--- src/rtl/hazard_scoreboard_pkg.sv ---
// Shared constants for the hazard unit: forwarding select encodings, opcode values, counter helper.
package hazard_pkg;

    localparam int FWD_RF = 0;

    localparam logic [4:0] OP_ALU  = 5'd0;
    localparam logic [4:0] OP_SW   = 5'd7;
    localparam logic [4:0] OP_LW   = 5'd8;
    localparam logic [4:0] ALU_MUL = 5'd6;
    localparam logic [4:0] ALU_DIV = 5'd7;

    function automatic logic [31:0] sat_inc32(input logic [31:0] v);
        return (&v) ? v : v + 32'd1;
    endfunction

endpackage

--- src/rtl/hazard_scoreboard_if.sv ---
// Decode-side hazard bus: instruction fields and multdiv handshake in, stall/forward/commit out.
interface hazard_scoreboard_if #(
    parameter int AW   = 5,
    parameter int NFWD = 2,
    parameter int DW   = 32,
    parameter int SW   = $clog2(NFWD + 1)
);
    logic              id_valid;
    logic [AW-1:0]     id_rs_a;
    logic              id_use_a;
    logic [AW-1:0]     id_rs_b;
    logic              id_use_b;
    logic [AW-1:0]     id_rd;
    logic              id_wr;
    logic              id_is_md;
    logic              ex_is_load;
    logic [AW-1:0]     ex_rd;
    logic [NFWD-1:0]   fwd_wr;
    logic [NFWD*AW-1:0] fwd_rd;
    logic              alu_wb_valid;
    logic              md_done;
    logic [DW-1:0]     md_result;
    logic              md_ready;
    logic              md_issue;
    logic              stall;
    logic [SW-1:0]     fwd_sel_a;
    logic [SW-1:0]     fwd_sel_b;
    logic              md_commit;
    logic [AW-1:0]     md_wb_rd;
    logic [DW-1:0]     md_wb_data;
    logic              md_err;
    logic [31:0]       perf_raw_cnt;
    logic [31:0]       perf_lu_cnt;
    logic [31:0]       perf_wb_cnt;

    modport master (
        output id_valid, id_rs_a, id_use_a, id_rs_b, id_use_b, id_rd, id_wr, id_is_md,
               ex_is_load, ex_rd, fwd_wr, fwd_rd, alu_wb_valid, md_done, md_result,
        input  md_ready, md_issue, stall, fwd_sel_a, fwd_sel_b, md_commit, md_wb_rd,
               md_wb_data, md_err, perf_raw_cnt, perf_lu_cnt, perf_wb_cnt
    );

    modport slave (
        input  id_valid, id_rs_a, id_use_a, id_rs_b, id_use_b, id_rd, id_wr, id_is_md,
               ex_is_load, ex_rd, fwd_wr, fwd_rd, alu_wb_valid, md_done, md_result,
        output md_ready, md_issue, stall, fwd_sel_a, fwd_sel_b, md_commit, md_wb_rd,
               md_wb_data, md_err, perf_raw_cnt, perf_lu_cnt, perf_wb_cnt
    );
endinterface

--- src/rtl/hazard_scoreboard_md_tag_fifo.sv ---
// In-order FIFO of destination tags for outstanding multdiv operations.
module md_tag_fifo #(
    parameter int DEPTH = 2,
    parameter int AW    = 5
) (
    input  logic          clock,
    input  logic          reset,
    input  logic          push_i,
    input  logic          pop_i,
    input  logic [AW-1:0] data_i,
    output logic [AW-1:0] head_o,
    output logic          empty_o,
    output logic          full_o
);
    localparam int PW = (DEPTH > 1) ? $clog2(DEPTH) : 1;
    localparam int CW = $clog2(DEPTH) + 1;

    logic [AW-1:0] mem_q [DEPTH];
    logic [PW-1:0] wr_q, rd_q;
    logic [CW-1:0] cnt_q;

    function automatic logic [PW-1:0] wrap_inc(input logic [PW-1:0] p);
        return (p == PW'(DEPTH - 1)) ? '0 : p + PW'(1);
    endfunction

    always_ff @(posedge clock or negedge reset) begin
        if (!reset) begin
            wr_q  <= '0;
            rd_q  <= '0;
            cnt_q <= '0;
        end else begin
            if (push_i) wr_q <= wrap_inc(wr_q);
            if (pop_i)  rd_q <= wrap_inc(rd_q);
            if (push_i && !pop_i)      cnt_q <= cnt_q + CW'(1);
            else if (pop_i && !push_i) cnt_q <= cnt_q - CW'(1);
        end
    end

    always_ff @(posedge clock) begin
        if (push_i) mem_q[wr_q] <= data_i;
    end

    assign head_o  = mem_q[rd_q];
    assign empty_o = (cnt_q == '0);
    assign full_o  = (cnt_q == CW'(DEPTH));
endmodule

--- src/rtl/hazard_scoreboard.sv ---
// Hazard unit: multdiv scoreboard, RAW/WAW/load-use stalls, forwarding select, writeback arbitration.
// Optional perf counters enabled by defining HAZARD_PERF_EN.
module hazard_scoreboard
    import hazard_pkg::*;
#(
    parameter int NREG     = 32,
    parameter int AW       = 5,
    parameter int NFWD     = 2,
    parameter int MD_DEPTH = 2,
    parameter int DW       = 32
) (
    input  logic               clock,
    input  logic               reset,
    hazard_scoreboard_if.slave bus
);
    localparam int SW = $clog2(NFWD + 1);

    logic [NREG-1:0] pend_q, pend_d;
    logic            buf_valid_q, buf_valid_d;
    logic [AW-1:0]   buf_rd_q;
    logic [DW-1:0]   buf_data_q;
    logic            md_err_q;
    logic            fifo_empty, fifo_full;
    logic [AW-1:0]   fifo_head;
    logic            a_live, b_live, raw, waw, lu, mdfull, wbhold;
    logic            stall, md_issue, md_commit, md_ready, accept;

    // Youngest matching stage wins; register 0 is never forwarded.
    function automatic logic [SW-1:0] fwd_pick(input logic [AW-1:0] src,
                                               input logic [NFWD-1:0] wr,
                                               input logic [NFWD*AW-1:0] rd);
        logic [SW-1:0] sel;
        sel = SW'(FWD_RF);
        for (int k = NFWD - 1; k >= 0; k--) begin
            if (wr[k] && rd[k*AW +: AW] == src && src != '0) sel = SW'(k + 1);
        end
        return sel;
    endfunction

    assign a_live = bus.id_use_a && (bus.id_rs_a != '0);
    assign b_live = bus.id_use_b && (bus.id_rs_b != '0);
    assign raw    = (a_live && pend_q[bus.id_rs_a]) || (b_live && pend_q[bus.id_rs_b]);
    assign waw    = bus.id_wr && (bus.id_rd != '0) && pend_q[bus.id_rd];
    assign lu     = bus.ex_is_load && (bus.ex_rd != '0) &&
                    ((a_live && bus.id_rs_a == bus.ex_rd) || (b_live && bus.id_rs_b == bus.ex_rd));
    assign mdfull = bus.id_is_md && fifo_full;
    assign wbhold = buf_valid_q && bus.alu_wb_valid;

    assign stall     = bus.id_valid && (raw || waw || lu || mdfull || wbhold);
    assign md_issue  = bus.id_valid && bus.id_is_md && !stall;
    assign md_commit = buf_valid_q && !bus.alu_wb_valid;
    assign md_ready  = !buf_valid_q || md_commit;
    assign accept    = bus.md_done && md_ready && !fifo_empty;

    md_tag_fifo #(.DEPTH(MD_DEPTH), .AW(AW)) u_tag_fifo (
        .clock  (clock),
        .reset  (reset),
        .push_i (md_issue),
        .pop_i  (accept),
        .data_i (bus.id_rd),
        .head_o (fifo_head),
        .empty_o(fifo_empty),
        .full_o (fifo_full)
    );

    // A commit and a new issue to the same rd in one cycle leave it pending.
    always_comb begin
        pend_d = pend_q;
        if (md_commit) pend_d[buf_rd_q] = 1'b0;
        if (md_issue && bus.id_rd != '0) pend_d[bus.id_rd] = 1'b1;
        pend_d[0] = 1'b0;
        buf_valid_d = buf_valid_q;
        if (accept)         buf_valid_d = 1'b1;
        else if (md_commit) buf_valid_d = 1'b0;
    end

    always_ff @(posedge clock or negedge reset) begin
        if (!reset) begin
            pend_q      <= '0;
            buf_valid_q <= 1'b0;
            md_err_q    <= 1'b0;
        end else begin
            pend_q      <= pend_d;
            buf_valid_q <= buf_valid_d;
            if (bus.md_done && fifo_empty) md_err_q <= 1'b1;
        end
    end

    always_ff @(posedge clock) begin
        if (accept) begin
            buf_rd_q   <= fifo_head;
            buf_data_q <= bus.md_result;
        end
    end

    assign bus.stall      = stall;
    assign bus.md_issue   = md_issue;
    assign bus.md_commit  = md_commit;
    assign bus.md_ready   = md_ready;
    assign bus.md_err     = md_err_q;
    assign bus.md_wb_rd   = md_commit ? buf_rd_q : '0;
    assign bus.md_wb_data = md_commit ? buf_data_q : '0;
    assign bus.fwd_sel_a  = fwd_pick(bus.id_rs_a, bus.fwd_wr, bus.fwd_rd);
    assign bus.fwd_sel_b  = fwd_pick(bus.id_rs_b, bus.fwd_wr, bus.fwd_rd);

`ifdef HAZARD_PERF_EN
    logic [31:0] perf_raw_q, perf_lu_q, perf_wb_q;

    always_ff @(posedge clock or negedge reset) begin
        if (!reset) begin
            perf_raw_q <= '0;
            perf_lu_q  <= '0;
            perf_wb_q  <= '0;
        end else if (stall) begin
            if (raw || waw)        perf_raw_q <= sat_inc32(perf_raw_q);
            if (lu)                perf_lu_q  <= sat_inc32(perf_lu_q);
            if (mdfull || wbhold)  perf_wb_q  <= sat_inc32(perf_wb_q);
        end
    end

    assign bus.perf_raw_cnt = perf_raw_q;
    assign bus.perf_lu_cnt  = perf_lu_q;
    assign bus.perf_wb_cnt  = perf_wb_q;
`else
    assign bus.perf_raw_cnt = '0;
    assign bus.perf_lu_cnt  = '0;
    assign bus.perf_wb_cnt  = '0;
`endif
endmodule

--- src/flat_wrapper.sv ---
// flat-port wrapper written by rule: the top's interface ports become plain ports
module hazard_scoreboard_flat import hazard_pkg::*;
#(
    parameter int NREG     = 32,
    parameter int AW       = 5,
    parameter int NFWD     = 2,
    parameter int MD_DEPTH = 2,
    parameter int DW       = 32
)
  (clock, reset, bus_id_valid, bus_id_rs_a, bus_id_use_a, bus_id_rs_b, bus_id_use_b, bus_id_rd, bus_id_wr, bus_id_is_md, bus_ex_is_load, bus_ex_rd, bus_fwd_wr, bus_fwd_rd, bus_alu_wb_valid, bus_md_done, bus_md_result, bus_md_ready, bus_md_issue, bus_stall, bus_fwd_sel_a, bus_fwd_sel_b, bus_md_commit, bus_md_wb_rd, bus_md_wb_data, bus_md_err, bus_perf_raw_cnt, bus_perf_lu_cnt, bus_perf_wb_cnt);
  hazard_scoreboard_if #(.AW(AW), .NFWD(NFWD), .DW(DW)) bus_i ();
  input  logic clock;
  input  logic reset;
  input wire logic [$bits(bus_i.id_valid)-1:0] bus_id_valid;
  input wire logic [$bits(bus_i.id_rs_a)-1:0] bus_id_rs_a;
  input wire logic [$bits(bus_i.id_use_a)-1:0] bus_id_use_a;
  input wire logic [$bits(bus_i.id_rs_b)-1:0] bus_id_rs_b;
  input wire logic [$bits(bus_i.id_use_b)-1:0] bus_id_use_b;
  input wire logic [$bits(bus_i.id_rd)-1:0] bus_id_rd;
  input wire logic [$bits(bus_i.id_wr)-1:0] bus_id_wr;
  input wire logic [$bits(bus_i.id_is_md)-1:0] bus_id_is_md;
  input wire logic [$bits(bus_i.ex_is_load)-1:0] bus_ex_is_load;
  input wire logic [$bits(bus_i.ex_rd)-1:0] bus_ex_rd;
  input wire logic [$bits(bus_i.fwd_wr)-1:0] bus_fwd_wr;
  input wire logic [$bits(bus_i.fwd_rd)-1:0] bus_fwd_rd;
  input wire logic [$bits(bus_i.alu_wb_valid)-1:0] bus_alu_wb_valid;
  input wire logic [$bits(bus_i.md_done)-1:0] bus_md_done;
  input wire logic [$bits(bus_i.md_result)-1:0] bus_md_result;
  output wire logic [$bits(bus_i.md_ready)-1:0] bus_md_ready;
  output wire logic [$bits(bus_i.md_issue)-1:0] bus_md_issue;
  output wire logic [$bits(bus_i.stall)-1:0] bus_stall;
  output wire logic [$bits(bus_i.fwd_sel_a)-1:0] bus_fwd_sel_a;
  output wire logic [$bits(bus_i.fwd_sel_b)-1:0] bus_fwd_sel_b;
  output wire logic [$bits(bus_i.md_commit)-1:0] bus_md_commit;
  output wire logic [$bits(bus_i.md_wb_rd)-1:0] bus_md_wb_rd;
  output wire logic [$bits(bus_i.md_wb_data)-1:0] bus_md_wb_data;
  output wire logic [$bits(bus_i.md_err)-1:0] bus_md_err;
  output wire logic [$bits(bus_i.perf_raw_cnt)-1:0] bus_perf_raw_cnt;
  output wire logic [$bits(bus_i.perf_lu_cnt)-1:0] bus_perf_lu_cnt;
  output wire logic [$bits(bus_i.perf_wb_cnt)-1:0] bus_perf_wb_cnt;
  assign bus_i.id_valid = bus_id_valid;
  assign bus_i.id_rs_a = bus_id_rs_a;
  assign bus_i.id_use_a = bus_id_use_a;
  assign bus_i.id_rs_b = bus_id_rs_b;
  assign bus_i.id_use_b = bus_id_use_b;
  assign bus_i.id_rd = bus_id_rd;
  assign bus_i.id_wr = bus_id_wr;
  assign bus_i.id_is_md = bus_id_is_md;
  assign bus_i.ex_is_load = bus_ex_is_load;
  assign bus_i.ex_rd = bus_ex_rd;
  assign bus_i.fwd_wr = bus_fwd_wr;
  assign bus_i.fwd_rd = bus_fwd_rd;
  assign bus_i.alu_wb_valid = bus_alu_wb_valid;
  assign bus_i.md_done = bus_md_done;
  assign bus_i.md_result = bus_md_result;
  assign bus_md_ready = bus_i.md_ready;
  assign bus_md_issue = bus_i.md_issue;
  assign bus_stall = bus_i.stall;
  assign bus_fwd_sel_a = bus_i.fwd_sel_a;
  assign bus_fwd_sel_b = bus_i.fwd_sel_b;
  assign bus_md_commit = bus_i.md_commit;
  assign bus_md_wb_rd = bus_i.md_wb_rd;
  assign bus_md_wb_data = bus_i.md_wb_data;
  assign bus_md_err = bus_i.md_err;
  assign bus_perf_raw_cnt = bus_i.perf_raw_cnt;
  assign bus_perf_lu_cnt = bus_i.perf_lu_cnt;
  assign bus_perf_wb_cnt = bus_i.perf_wb_cnt;
  hazard_scoreboard #(.NREG(NREG), .AW(AW), .NFWD(NFWD), .MD_DEPTH(MD_DEPTH), .DW(DW)) u_core (.clock(clock), .reset(reset), .bus(bus_i));
endmodule
--- config.mk ---
export PLATFORM = sky130hd
export DESIGN_NAME = hazard_scoreboard_flat
export DESIGN_NICKNAME = d
export VERILOG_FILES = /design/src/rtl/hazard_scoreboard_pkg.sv /design/src/rtl/hazard_scoreboard_if.sv /design/src/rtl/hazard_scoreboard_md_tag_fifo.sv /design/src/rtl/hazard_scoreboard.sv /design/src/flat_wrapper.sv
export SDC_FILE = /design/constraint.sdc
export NUM_CORES = 1
export LEC_CHECK = 0
export CORE_UTILIZATION = 48
export DETAILED_ROUTE_END_ITERATION = 16
export HOLD_SLACK_MARGIN = 0.03
export PLACE_DENSITY_LB_ADDON = 0.12
export SYNTH_ARGS = -nofsm -noshare
export SYNTH_HDL_FRONTEND = slang
export SYNTH_SLANG_ARGS = --single-unit
--- constraint.sdc ---
create_clock -name clock -period 7.3 [get_ports clock]
set_clock_uncertainty 0.05 [all_clocks]
set_input_delay 1.46 -clock clock [delete_from_list [all_inputs] [get_ports clock]]
set_output_delay 1.46 -clock clock [all_outputs]
set_load 0.05 [all_outputs]
Word level (Yosys, flattened, before mapping)
Memories as Yosys holds them, arrays and structs flattened. A register that Yosys moved wholly into a read port is not among the register bits.
Cells that the tools add are included.
{"block": "word_totals", "elab_cells": 106, "register_bits": 69, "ramBits": 10, "n_memories": 1, "out_inout_bits": 142, "input_bits": 74}
{"memory": "u_core.u_tag_fifo.mem_q", "words": 2, "width": 5, "rd": 1, "rd_clocked_by_memory_dff": 1, "wr": 1, "line_no": "hazard_scoreboard_md_tag_fifo.sv:18", "rtl": "logic [AW-1:0] mem_q [DEPTH];"}
{"block": "classes", "n_lt_le_gt_ge": 6, "bitwise": 3, "n_eq_ne": 7, "reduce_logical": 52, "mux": 26, "add_sub_neg": 4}
{"cell": "32-bit 2-to-1 mux", "count": 3}
{"cell": "32-bit AND", "count": 1}
{"cell": "1-bit logical AND", "count": 32}
{"cell": "32-bit NOT", "count": 1}
{"cell": "32-bit OR", "count": 1}
{"cell": "5-bit == test", "count": 6}
{"cell": "5-bit by 6-bit < comparator with 1-bit output (second input constant)", "count": 4}
{"cell": "5-bit nonzero test", "count": 4}
{"cell": "1-bit binary-select mux with 5-bit select", "count": 3}
{"cell": "2-bit 2-to-1 mux", "count": 6}
{"cell": "1-bit 2-to-1 mux", "count": 11}
{"cell": "1-bit demux with 5-bit select", "count": 2}
{"cell": "5-bit by 1-bit >= comparator with 1-bit output (second input constant)", "count": 2}
{"cell": "1-bit logical OR", "count": 7}
{"cell": "1-bit zero test", "count": 6}
{"cell": "5-bit 2-to-1 mux", "count": 1}
{"cell": "2-bit nonzero test", "count": 2}
{"cell": "1-bit adder (second input constant)", "count": 2}
{"cell": "2-bit by 1-bit adder with 2-bit output (second input constant)", "count": 1}
{"cell": "2-bit == test (second input constant)", "count": 1}
{"cell": "2-bit zero test", "count": 1}
{"cell": "2-bit by 1-bit subtractor with 2-bit output (second input constant)", "count": 1}

Depth between registers and ports, before layout
{"block": "depth", "ltp_word": 15, "ltp_mapped": 15, "ltp_nobuf": 11}

Hierarchy
From an unflattened synthesis, not the netlist that was laid out.
{"block": "hier_totals", "hier_cells": 530, "area_unflattened_um2": 5567.8}
{"module": "hazard_scoreboard", "area_per_inst_um2": 5011.1, "instances": 1, "cells_each": 498}
{"module": "md_tag_fifo", "area_per_inst_um2": 556.8, "instances": 1, "cells_each": 32}

Worst setup path after synthesis
OpenSTA, ideal clock, no wires.
{"block": "synth_path", "kind": "input-to-output", "start": "input bus_id_rs_b[1]", "end": "output bus_fwd_sel_b[1]", "stages": 5, "path_slack_ps": 1341, "arrival_ps": 4449, "n_path_buf": 1, "path_cell_list": "clkbuf_1 or4_1 nor2_1 nor4_1 nor4_1"}
{"block": "synth_between", "elab_chain_cells": 5}
{"item": "start: declaration", "line_no": "flat_wrapper.sv:17", "rtl": "input wire logic [$bits(bus_i.id_rs_b)-1:0] bus_id_rs_b;"}
{"item": "5-bit == test", "line_no": "hazard_scoreboard.sv:35", "rtl": "if (wr[k] && rd[k*AW +: AW] == src && src != '0) sel = SW'(k + 1);"}
{"item": "1-bit logical AND (2 in a row)", "line_no": "hazard_scoreboard.sv:35"}
{"item": "2-bit 2-to-1 mux", "line_no": "hazard_scoreboard.sv:35"}
{"item": "2-bit 2-to-1 mux (*)", "line_no": "hazard_scoreboard.sv:35"}
{"item": "end: declaration", "line_no": "flat_wrapper.sv:33", "rtl": "output wire logic [$bits(bus_i.fwd_sel_b)-1:0] bus_fwd_sel_b;"}
Mark *: on every way between the ends. The rest lies on a longest branch, timed or not.

Worst setup path after layout
{"block": "layout_path", "start": "input bus_id_rs_b[0]", "end": "output bus_stall"}
{"block": "layout_between", "elab_chain_cells": 9}
{"item": "1-bit binary-select mux with 5-bit select or 5-bit nonzero test (tied branches)", "line_no": "hazard_scoreboard.sv:42, hazard_scoreboard.sv:41"}
{"item": "1-bit 2-to-1 mux (implied by the code) or 1-bit logical AND (tied branches)", "line_no": "hazard_scoreboard.sv:42, hazard_scoreboard.sv:41"}
{"item": "1-bit logical AND, on equally long branches", "line_no": "hazard_scoreboard.sv:42, hazard_scoreboard.sv:45"}
{"item": "1-bit logical OR, on equally long branches", "line_no": "hazard_scoreboard.sv:42, hazard_scoreboard.sv:45"}
{"item": "1-bit logical OR or 1-bit logical AND (tied branches)", "line_no": "hazard_scoreboard.sv:49, hazard_scoreboard.sv:44"}
{"item": "1-bit logical OR (*) (3 in a row)", "line_no": "hazard_scoreboard.sv:49", "rtl": "assign stall = bus.id_valid && (raw || waw || lu || mdfull || wbhold);"}
{"item": "1-bit logical AND (*)", "line_no": "hazard_scoreboard.sv:49"}
{"item": "end: declaration", "line_no": "flat_wrapper.sv:31", "rtl": "output wire logic [$bits(bus_i.stall)-1:0] bus_stall;"}
Mark *: on every way between the ends. The rest lies on a longest branch, timed or not. The select of a mux whose other input is x is not followed.

==> flow_summary.toml <==
[run_status]
run_status = "complete, no violations"

[drt]
detail_route.first_pass.iterations = 4
via_per_inst = 5.34
drt_wl_total_um = 13600
detail-route-antenna-nets = 0
route.detailed.wl_per_inst_um = 18.2
detailroute.via_count = 3981
route.detailed.drc = 0
drtIter0Drc = 265

[global_routing]
grt_first_pass_wirelength_um = 21100
vias_in_the_first_global_route = 3891
grt_overall_usage_pct = 23.9
grt_antenna_before_repair = 0
globalRouteOverflowTotal = 0
grt_start_max_net_pins = 40

[synthesis]
synthAdderAreaFrac_pct = 0.228
dominant_combinational_cell_family_by_area_after_synthesis = "buffers and inverters"
syn_area_um2 = 5500
synth_sequential_area_ratio_pct = 42.5
synth.yosys.warnings = 0
synth_simple_gate_area_share_pct = 12.3
synth_top_flop_cell = "sky130_fd_sc_hd__edfxtp_1"
yosys-mux-area-fraction_pct = 11.1
post_synth_xor_area_fraction_pct = 5.58
yosys_register_bits = 84
number_of_synthesized_flops_with_an_enable_pin = 47
post_synth.cell_area_avg_um2 = 11.1
synth_async_sr_flop_share_pct = 44.0
postSynthCellCount = 496
compound_gate_portion_of_the_synthesized_area_pct = 12.0
yosysUniqueCellTypes = 46

[placed_design]
dp_cells = 729
gp_routability_congestion = 0.866
place_hpwl_um = 9870
number_of_buffer_cells_added_on_primary_ports = 119
dpl_cell_area_um2 = 6390

[final_layout]
fin_nets = 675
final.fill_count = 907
insertedDiodeCount = 0
final_cell_mix = "sky130_fd_sc_hd__clkdlybuf4s50_1, sky130_fd_sc_hd__conb_1, sky130_fd_sc_hd__edfxtp_1"
layout_cells_sized_above_1_pct = 10.9
mostFrequentLayoutCell = "sky130_fd_sc_hd__clkdlybuf4s50_1"
synthToLayoutAreaGrowth_pct = 22.5
post-route-cell-area_um2 = 6730
finalNonFillerCells = 745

[power]
power.density_nw_per_um2 = 284
cellLeakagePower_nw = 2.63
power.ir.vdd_worst_mv = 0.212

[worst_setup_path]
timing.critical_path.to_type = "output pin"
critical-path-max-stage-delay_ps = 950
critical_path.most_common_cell = "sky130_fd_sc_hd__clkdlybuf4s50_1"
worst-path-buf-inv = 2
type_of_the_setup_path_with_the_least_slack = "primary input to output pin"
worstPathCellList = "clkdlybuf4s50_1 > mux4_2 > mux2_2 > a21oi_1 > o21ai_0 > and4_1 > o21a_1 > clkdlybuf4s50_1"
required_arrival_time_at_the_worst_endpoint_ps = 5790
start_kind = "primary input"
path_delay_family = "buffers and inverters"
cp_max_fo = 13
slowest_stage_cell_cp = "sky130_fd_sc_hd__clkdlybuf4s50_1"
cp.arrival_ps = 4630

[cts]
ctsResizeCount = 0
cts-hold-fix-buffers = 0
tritoncts = "yes"
clk_path_buf_depth = 2
tritoncts.num_buffers = 9
h-tree-depth = 3
post-cts-setup-buffers = 0
clock_latency_ps = 350
cts_root_buf = "sky130_fd_sc_hd__clkbuf_16"
clkSinkCount = 84
clk_transition_reported_paths_ps = 60

[timing]
final_min_period_over_clock_period_pct = 84.1
max_slew.worst_pin.slew_ps = 1130
post-route-min-period_ps = 6140
max_freq_ghz = 0.163
grt_setup_unrepaired = "false"
setup_viol = 0
hold_violations = 0
totalNegativeSetupSlack_ps = 0
timing.final.max_slew_violations = 0
timing.slew.headroom_pct = 24.3

[die]
fp-row-count = 38
die_w_um = 109
effective_utilization_at_floorplan_pct = 50.0
io_pins = 216
die-area_um2 = 11900
fp.dieH_um = 109
design.core.area_um2 = 11000

[flow_run]
maximum_capacitance_violations = 0

[hold_path]
min_path_type = "register to register"
==> final timing paths <==
check                                       start  cells after the start                       endpoint  slack (ps)
worst max-delay path               bus_id_rs_b[0]                      8                      bus_stall        1160
worst min-delay path            u_core.bus.md_err                      1              u_core.bus.md_err         410
worst max register to register  u_core.pend_q[15]                      8  u_core.u_tag_fifo.mem_q[1][0]        4110
min in group asynchronous                   reset                      2              u_core.pend_q[10]        1480
max in group asynchronous                   reset                      2              u_core.bus.md_err        5360
worst min register to register  u_core.bus.md_err                      1              u_core.bus.md_err         410
==> sequential cells by signal, indices dropped and copies added (netlist names) <==
signal	flops
u_core.bus.md_err	1
u_core.u_tag_fifo.rd_q	1
u_core.buf_valid_q	1
u_core.pend_q	31
u_core.u_tag_fifo.wr_q	1
u_core.buf_data_q	32
u_core.u_tag_fifo.cnt_q	2
u_core.u_tag_fifo.mem_q	10
u_core.buf_rd_q	5
==> metrics by stage <==
step | power, W | utilization (%) | hold WS (ps) | setup WS (ps)
6_report | 0.00191 | 61.3 | 409 | 1160
5_1_grt | 0.00199 | 61.3 | 435 | 973
4_1_cts | 0.00192 | 61.3 | 415 | 1140
3_5_place_dp | 0.00139 | 58.2 | 402 | 1140
3_3_place_gp | 0.00138 | 58.2 | 395 | 1200
2_1_floorplan | 0.00122 | - | 417 | 1340
==> area by class of cell <==
class / count / area [um2] / share of cell area, %
sequential: 84 / 2340 / 34.7
timing repair buffer: 124 / 1230 / 18.2
multi-input combinational: 376 / 2640 / 39.1
clock inverter: 6 / 111 / 1.65
clock buffer: 10 / 229 / 3.40
inverter: 5 / 18.8 / 0.279
tap: 140 / 175 / 2.60
==> cells by family (layout without fill, tap and decap cells) <==
| group | Yosys count | count (layout) |
|---|---|---|
| buffers and inverters | 131 | 145 |
| and+or+nand+nor | 115 | 115 |
| DFF | 84 | 84 |
| other | 1 | 96 |
| AOI/OAI and AO/OA | 86 | 86 |
| xor gates and xnor gates | 35 | 35 |
| muxes | 43 | 43 |
| adders and majority gates | 1 | 1 |
==> synthesized netlist by cell type (3+ instances only) <==
cell | instances | area, um2
sky130_fd_sc_hd__or3_1 | 4 | 25.0
sky130_fd_sc_hd__mux2_2 | 12 | 135
sky130_fd_sc_hd__o41ai_1 | 5 | 43.8
sky130_fd_sc_hd__xnor2_1 | 28 | 245
sky130_fd_sc_hd__nand2b_1 | 5 | 31.3
sky130_fd_sc_hd__or3b_2 | 5 | 43.8
sky130_fd_sc_hd__nor2b_1 | 4 | 25.0
sky130_fd_sc_hd__buf_4 | 97 | 728
sky130_fd_sc_hd__buf_6 | 4 | 45.0
sky130_fd_sc_hd__and2_1 | 37 | 231
sky130_fd_sc_hd__or4_1 | 4 | 30.0
sky130_fd_sc_hd__o21ai_0 | 38 | 190
sky130_fd_sc_hd__buf_2 | 7 | 35.0
sky130_fd_sc_hd__mux2i_1 | 18 | 180
sky130_fd_sc_hd__inv_1 | 3 | 11.3
sky130_fd_sc_hd__clkbuf_1 | 15 | 56.3
sky130_fd_sc_hd__o22ai_1 | 6 | 37.5
sky130_fd_sc_hd__nand4_1 | 5 | 31.3
sky130_fd_sc_hd__nor2_1 | 11 | 41.3
sky130_fd_sc_hd__buf_1 | 3 | 11.3
sky130_fd_sc_hd__dfrtp_1 | 37 | 926
sky130_fd_sc_hd__nor4_1 | 8 | 50.1
sky130_fd_sc_hd__nand3_1 | 4 | 20.0
sky130_fd_sc_hd__nand3b_1 | 8 | 60.1
sky130_fd_sc_hd__nand2_1 | 17 | 63.8
sky130_fd_sc_hd__o31ai_1 | 13 | 97.6
sky130_fd_sc_hd__o41ai_2 | 11 | 179
sky130_fd_sc_hd__edfxtp_1 | 47 | 1410
sky130_fd_sc_hd__mux4_2 | 13 | 293
sky130_fd_sc_hd__xor2_1 | 7 | 61.3
==> layer usage <==
metal,vias up,GRT usage [%],wire [um]
met5,-,0,0
met4,0,11.9,409
met3,33,5.68,1000
met2,198,37.7,6540
met1,1933,30.8,5640
li1,1817,-,-
==> where the power goes <==
part	switching [W]	leakage (nW)	internal, W
combinational	0.000434	1.54	0.000245
clock	0.000189	0.163	0.000335
sequential	0.0000945	0.923	0.000616
total	0.000717	2.63	0.00120
Power figures use the tool's default switching activity.
